<file path="src/rtl/ovl_pkg.sv">
// Shared types and fire-bit encoding for the OVL window checkers.
package ovl_pkg;

  typedef enum logic {OVL_IDLE = 1'b0, OVL_WAIT = 1'b1} ovl_win_state_e;

  localparam int OVL_FIRE_ILLEGAL = 0;
  localparam int OVL_FIRE_TIMEOUT = 1;
  localparam int OVL_FIRE_EARLY   = 2;
  localparam int OVL_FIRE_W       = 3;

  // One-hot fire vector for a single violation class.
  function automatic logic [OVL_FIRE_W-1:0] ovl_fire_bit(input int idx);
    return 3'b001 << idx;
  endfunction

endpackage

</file>
<file path="src/rtl/ovl_sat_counter.sv">
// Saturating up-counter with synchronous reset and clear; holds at all-ones.
module ovl_sat_counter #(
  parameter int W = 8
) (
  input  logic         clk,
  input  logic         reset,
  input  logic         clr,
  input  logic         inc,
  output logic [W-1:0] q
);

  logic [W-1:0] q_r;

  // Count register: reset and clear dominate, increment stops at the top value.
  always_ff @(posedge clk) begin
    if (reset) begin
      q_r <= {W{1'b0}};
    end else if (clr) begin
      q_r <= {W{1'b0}};
    end else if (inc && (q_r != {W{1'b1}})) begin
      q_r <= q_r + W'(1);
    end
  end

  assign q = q_r;

endmodule

</file>
<file path="src/rtl/ovl_transition_window.sv">
// Checks that test_expr leaves start_state only to next_state, after a dwell of MIN_CKS..MAX_CKS cycles.
module ovl_transition_window
  import ovl_pkg::*;
#(
  parameter int WIDTH   = 2,
  parameter int MIN_CKS = 1,
  parameter int MAX_CKS = 0,
  parameter int CNT_W   = 8,
  parameter int DWELL_W = 8
) (
  input  logic             clock,
  input  logic             reset,
  input  logic             enable,
  input  logic [WIDTH-1:0] test_expr,
  input  logic [WIDTH-1:0] start_state,
  input  logic [WIDTH-1:0] next_state,
  output logic [2:0]       fire,
  output logic             armed,
  output logic [CNT_W-1:0] fire_count
);

  localparam int DWELL_NEED = ((MIN_CKS > MAX_CKS) ? MIN_CKS : MAX_CKS) + 1;
  localparam logic [DWELL_W-1:0] MIN_D = DWELL_W'(MIN_CKS);
  localparam logic [DWELL_W-1:0] MAX_D = DWELL_W'(MAX_CKS);

  if (MAX_CKS != 0 && MAX_CKS < MIN_CKS) begin : g_bad_range
    $error("ovl_transition_window: MAX_CKS (%0d) below MIN_CKS (%0d)", MAX_CKS, MIN_CKS);
  end
  if ($clog2(DWELL_NEED + 1) > DWELL_W) begin : g_bad_dwell
    $error("ovl_transition_window: DWELL_W (%0d) cannot hold %0d", DWELL_W, DWELL_NEED);
  end

  ovl_win_state_e   state_r, state_s;
  logic [WIDTH-1:0] st_r, nx_r;
  logic [2:0]       fire_r, fire_s;
  logic             armed_r;
  logic             arm_s, dwell_inc_s, dwell_clr_s;
  logic [DWELL_W-1:0] dwell_s;

  // Next-state, dwell control and violation classification.
  always_comb begin
    state_s     = state_r;
    fire_s      = 3'b000;
    arm_s       = 1'b0;
    dwell_inc_s = 1'b0;
    dwell_clr_s = 1'b0;
    case (state_r)
      OVL_IDLE: begin
        // Degenerate start==next never opens a window.
        if (enable && (test_expr == start_state) && (start_state != next_state)) begin
          state_s     = OVL_WAIT;
          arm_s       = 1'b1;
          dwell_inc_s = 1'b1;
        end else begin
          dwell_clr_s = 1'b1;
        end
      end
      OVL_WAIT: begin
        if (!enable) begin
          state_s     = OVL_IDLE;
          dwell_clr_s = 1'b1;
        end else if (test_expr == st_r) begin
          if ((MAX_CKS != 0) && (dwell_s >= MAX_D)) begin
            fire_s      = ovl_fire_bit(OVL_FIRE_TIMEOUT);
            state_s     = OVL_IDLE;
            dwell_clr_s = 1'b1;
          end else begin
            dwell_inc_s = 1'b1;
          end
        end else if (test_expr == nx_r) begin
          if (dwell_s < MIN_D) begin
            fire_s = ovl_fire_bit(OVL_FIRE_EARLY);
          end else begin
            fire_s = 3'b000;
          end
          state_s     = OVL_IDLE;
          dwell_clr_s = 1'b1;
        end else begin
          fire_s      = ovl_fire_bit(OVL_FIRE_ILLEGAL);
          state_s     = OVL_IDLE;
          dwell_clr_s = 1'b1;
        end
      end
      default: begin
        state_s     = OVL_IDLE;
        dwell_clr_s = 1'b1;
      end
    endcase
  end

  // State, latched window endpoints and registered outputs.
  always_ff @(posedge clock) begin
    if (reset) begin
      state_r <= OVL_IDLE;
      st_r    <= {WIDTH{1'b0}};
      nx_r    <= {WIDTH{1'b0}};
      fire_r  <= 3'b000;
      armed_r <= 1'b0;
    end else begin
      state_r <= state_s;
      fire_r  <= fire_s;
      armed_r <= (state_s == OVL_WAIT);
      if (arm_s) begin
        st_r <= start_state;
        nx_r <= next_state;
      end
    end
  end

  ovl_sat_counter #(.W(DWELL_W)) u_dwell (
    .clk   (clock),
    .reset (reset),
    .clr   (dwell_clr_s),
    .inc   (dwell_inc_s),
    .q     (dwell_s)
  );

  ovl_sat_counter #(.W(CNT_W)) u_fire_count (
    .clk   (clock),
    .reset (reset),
    .clr   (1'b0),
    .inc   (|fire_s),
    .q     (fire_count)
  );

  assign fire  = fire_r;
  assign armed = armed_r;

endmodule

</file>
<file path="config.mk">
export PLATFORM = sky130hd
export DESIGN_NAME = ovl_transition_window
export DESIGN_NICKNAME = d
export VERILOG_FILES = /design/src/rtl/ovl_pkg.sv /design/src/rtl/ovl_sat_counter.sv /design/src/rtl/ovl_transition_window.sv
export SDC_FILE = /design/constraint.sdc
export NUM_CORES = 1
export LEC_CHECK = 0
export BUFFER_PORTS_ARGS = -buffer_cell sky130_fd_sc_hd__buf_4
export CORE_ASPECT_RATIO = 0.8
export CORE_UTILIZATION = 53
export CTS_CLUSTER_SIZE = 20
export DETAILED_ROUTE_END_ITERATION = 8
export MAX_ROUTING_LAYER = met4
export PLACE_DENSITY = 0.76
export SLEW_MARGIN = 5
export SYNTH_ARGS = -nofsm -noshare
export SYNTH_HDL_FRONTEND = slang
export SYNTH_SLANG_ARGS = --single-unit
</file>
<file path="constraint.sdc">
create_clock -name clock -period 2.5 [get_ports clock]
set_input_delay 0.375 -clock clock [delete_from_list [all_inputs] [get_ports clock]]
set_output_delay 0.375 -clock clock [all_outputs]
set_load 0.005 [all_outputs]
</file>
Word level (Yosys, flattened, before mapping)
Index checks and enable logic that the tools add are counted.
{ "op_classes": {"n_lt_le_gt_ge": 1, "mux": 14, "addsub": 2, "reduce_logical": 6, "eq_ne": 6, "bitwise": 1} }
{ "op_table": {"columns": ["operator", "count"], "rows": [
  ["adder 8 x 1 -> 8 bit (second input constant)", 2],
  ["inequality test 8 bit (second input constant)", 2],
  ["2-to-1 mux 3 bit", 5],
  ["< comparator 8 x 1 -> 1 bit (second input constant)", 1],
  ["2-to-1 mux 1 bit", 7],
  ["equality test 2 bit", 3],
  ["logical AND 1 bit", 4],
  ["one-hot mux 1 bit (2 select lines)", 2],
  ["OR reduction 3 bit", 1],
  ["inequality test 2 bit", 1],
  ["OR reduction 2 bit", 1],
  ["inverter 1 bit", 1]
]} }
{ "totals": {"out_inout_bits": 12, "register_bits": 24, "inputBits": 9} }

Longest topological paths before layout
{ "depth": {"depth_word": 8, "ltp_mapped": 8} }

By module
From an unflattened synthesis, not the netlist that was laid out.
{ "unflattened": {"hier_cells": 140, "hier_area_um2": 1276.2} }
{ "modules_own_cells": {"columns": ["mod", "n_inst", "area_per_inst_um2", "cells_each"], "rows": [
  ["ovl_sat_counter", 2, 435.4, 47],
  ["ovl_transition_window", 1, 405.4, 46]
]} }

Worst setup path after synthesis
Ideal clock, no wire load.
{ "synth_timing": {"kind": "reg-to-reg", "start": "register u_dwell.q_r[0] (netlist: u_dwell.q[0])", "end": "register u_fire_count.q_r[5] (netlist: u_fire_count.q[5])", "setup_time_ns": 0.121, "setup_slack_ns": 0.764, "arrival_ns": 1.615, "t_required_ns": 2.379, "n_path_buf": 1, "stages_incl_launch_ff": 9, "path_cell_list": "dfxtp_1 -> inv_1 -> ha_1 -> nor4b_2 -> nand2_1 -> a21o_1 -> buf_6 -> nor4b_2 -> mux2_2"} }
{ "synth_via": {"elab_chain_len": 8} }
{ "synth_rtl": {"columns": ["item", "line_no", "rtl"], "rows": [
  ["start, declared", "ovl_sat_counter.sv:12", "logic [W-1:0] q_r;"],
  ["start signal, assigned", "ovl_sat_counter.sv:17", "q_r <= {W{1'b0}};"],
  ["start signal, assigned", "ovl_sat_counter.sv:19", "q_r <= {W{1'b0}};"],
  ["start signal, assigned", "ovl_sat_counter.sv:21", "q_r <= q_r + W'(1);"],
  ["< comparator 8 x 1 -> 1 bit", "ovl_transition_window.sv:71", "if (dwell_s < MIN_D) begin"],
  ["2-to-1 mux 3 bit", "ovl_transition_window.sv:71", null],
  ["2-to-1 mux 3 bit", "ovl_transition_window.sv:70", "end else if (test_expr == nx_r) begin"],
  ["2-to-1 mux 3 bit", "ovl_transition_window.sv:62", "end else if (test_expr == st_r) begin"],
  ["2-to-1 mux 3 bit", "ovl_transition_window.sv:59", "if (!enable) begin"],
  ["2-to-1 mux 3 bit", "ovl_transition_window.sv:47", "case (state_r)"],
  ["OR reduction 3 bit", "ovl_transition_window.sv:122", ".inc (|fire_s),"],
  ["logical AND 1 bit", "ovl_sat_counter.sv:20", "end else if (inc && (q_r != {W{1'b1}})) begin"],
  ["end signal, assigned", "ovl_sat_counter.sv:17", null],
  ["end signal, assigned", "ovl_sat_counter.sv:19", null],
  ["end signal, assigned", "ovl_sat_counter.sv:21", null],
  ["end, declared", "ovl_sat_counter.sv:12", null]
]} }
No other way between the ends.
A chain may end at the register's enable or synchronous reset.

Worst setup path after layout
Same ends and word-level chain as after synthesis.

==> metrics.cfg <==
[critical_path]
crit_top_cell=nor4b_2
cp_cell_sequence=inv_1 > ha_1 > nor4b_2 > nand2_1 > a21o_1 > nor4b_2 > mux2_2
arrival_ns=2.08
max_stage_delay_ns=0.37
cp-end-kind=register
required_ns=2.71
slowest_stage=dfxtp_1
start_kind=register
cp_max_fo=11
critical_path_class=reg -> reg

[global_route]
overflow=0
first_global_vias=833
antenna_found_initial=0
grt_use_total_pct=21.9
grt_max_degree=20
grt_pass1_wl_um=3610

[floorplan]
dieArea_sq_um=2370
die_w_um=54.2
row_count=14
pin_count=21
fp.coreArea_sq_um=1960
die_h_um=43.7
initial_utilization_pct=58.8

[timing]
fin_crit_sh_pct=74.8
clock.fmax_mhz=535
setup_tns_ns=0
fin_skew_ns=0.00363
rsz0062_at_grt=false
slew_headroom_pct=55.6
hold_ws_ns=0.322
hold_viol_final=0
finalSetupViolations=0
worst_slew_pin_slew_ns=0.664
fin_crit_ns=1.87
final_max_slew_viol_count=0

[layout]
finish.utilization_pct=67.6
fillers=164
syn_to_final_growth_pct=15.0
final_cell_mix=dfxtp_1, buf_4, nor2_1, nand2_1, nor3_1
antenna_cells=0
layout_commonest_cell=dfxtp_1
drive_gt1_share_pct=19.6
final_nets=161
multiInputGateArea_sq_um=644
ff_latch_area_sq_um=460

[synthesis]
synthCells=129
synth_enable_flop_cells=0
syn-cell-area_sq_um=1150
syn_area_per_cell_sq_um=8.94
yosys_warnings=0
ys_types=35
ys.flop_type=dfxtp_1
ys_ff_latch=23
ys_seq_area_share_pct=39.9
syn_nets=141
synthArstFlopShare_pct=0

[power_and_ir_drop]
ir_drop_mv=0.423
power_density_nw_per_um2=448
p_leak_nw=0.507

[routing]
dr_wl_met2_um=936
vias_per_cell=5.40
wirelength_um=2110
wl_met1_um=1050
drtAntennaViolNets=0
first_pass_iters=4
drc=0
top_layer_used=met4
wl_met3_um=111
drtIter0Drc=17
wl_per_cell_um=12.3
num_vias=928

[clocking]
htree_levels=1
clk_latency_ns=0.31
numCtsBuffers=3
clk_pin_slew_worst_paths_ns=0.12
cts_buffer_depth=2
postCtsSetupRepairBufs=0
cts_hold_buf=0
ctsResizeCount=0
cts_sinks=23
cts_tree=done
root_buffer=clkbuf_4

[run_status]
status=finished, final reports clean

[hold_path]
hold_class=in -> reg

[placement]
gp_congestion=0.828
port_buffers=19
hpwl_um=1640

[flow_run]
max_cap_viol_count=0

[through the flow]
stage | setup slack (ns) | cell area (sq um) | cells | total power [mW]
2_1_floorplan | 0.764 | 1150 | 129 | 0.417
3_3_place_gp | 0.646 | 1300 | 168 | 0.435
3_5_place_dp | 0.622 | 1300 | 168 | 0.436
4_1_cts | 0.611 | 1330 | 172 | 0.602
5_1_grt | 0.447 | 1330 | 172 | 0.626
6_report | 0.630 | 1330 | 172 | 0.595
[area by class of cell]
type / instances / area share, %
Clock buffer: 4 / 1.98
Inverter: 6 / 1.70
Multi-Input combinational cell: 96 / 48.6
Sequential cell: 23 / 34.7
Tap cell: 24 / 2.26
Timing Repair Buffer: 19 / 10.8
[worst max-delay path, delay by kind of cell (launching register included)]
family / cells / cell delay (ns)
compound gates: 1 / 0.29
mux: 1 / 0.36
simple gates: 3 / 0.56
buf+inv: 1 / 0.07
fa+ha+maj: 1 / 0.13
flops: 1 / 0.37
[metal layers]
metal | GRT usage [%] | vias to the layer above
met1 | 29.1 | 411
met5 | - | -
met2 | 32.2 | 27
li1 | - | 487
met4 | 4.62 | 0
met3 | 7.37 | 3
[synth_stat cells, types with 2 or more instances]
| cell | count | area (sq um) |
|---|---|---|
| a211oi_1 | 4 | 30.0 |
| a21oi_1 | 4 | 20.0 |
| and4_1 | 2 | 17.5 |
| dfxtp_1 | 23 | 460 |
| ha_1 | 3 | 37.5 |
| inv_1 | 6 | 22.5 |
| mux2_2 | 3 | 33.8 |
| mux2i_1 | 5 | 50.1 |
| nand2_1 | 8 | 30.0 |
| nand2b_1 | 3 | 18.8 |
| nand3_1 | 5 | 25.0 |
| nand4_1 | 3 | 18.8 |
| nor2_1 | 15 | 56.3 |
| nor2b_1 | 4 | 25.0 |
| nor3_1 | 7 | 35.0 |
| nor4b_2 | 2 | 30.0 |
| o21ai_0 | 2 | 10.0 |
| o21bai_1 | 2 | 15.0 |
| or3_1 | 2 | 12.5 |
| xnor2_1 | 6 | 52.6 |
| xor2_1 | 6 | 52.6 |
[kinds of logic after synthesis]
kind of cell             share of synthesized area, %
buffers and inverters                            4.23
AND/OR/NAND/NOR                                  25.8
AO/OA/AOI/OAI                                    10.1
adder cells (fa/ha/maj)                          3.25
flip-flops                                       39.9
other                                           0.325
multiplexers                                     7.27
XOR/XNOR                                         9.11
[sequential cells by signal (all words and copies together) (netlist names)]
name,cells
armed,1
fire,2
u_dwell.q,8
nx_r,2
u_fire_count.q,8
st_r,2
[power by group]
group	leakage (nW)	switching, mW	internal (mW)
combinational	0.307	0.0269	0.0259
clock	0.0150	0.105	0.0623
sequential	0.186	0.00369	0.371
total	0.507	0.135	0.459
[worst paths after layout]
path,startpoint,cells past startpoint,slack [ns],end
max,u_dwell.q[0],7,0.63,u_fire_count.q[5]
min,next_state[0],3,0.32,nx_r[0]
max reg2reg,u_dwell.q[0],7,0.63,u_fire_count.q[5]
min reg2reg,u_fire_count.q[7],2,0.54,u_fire_count.q[7]
Note: power is estimated with default switching activity, not from simulation.
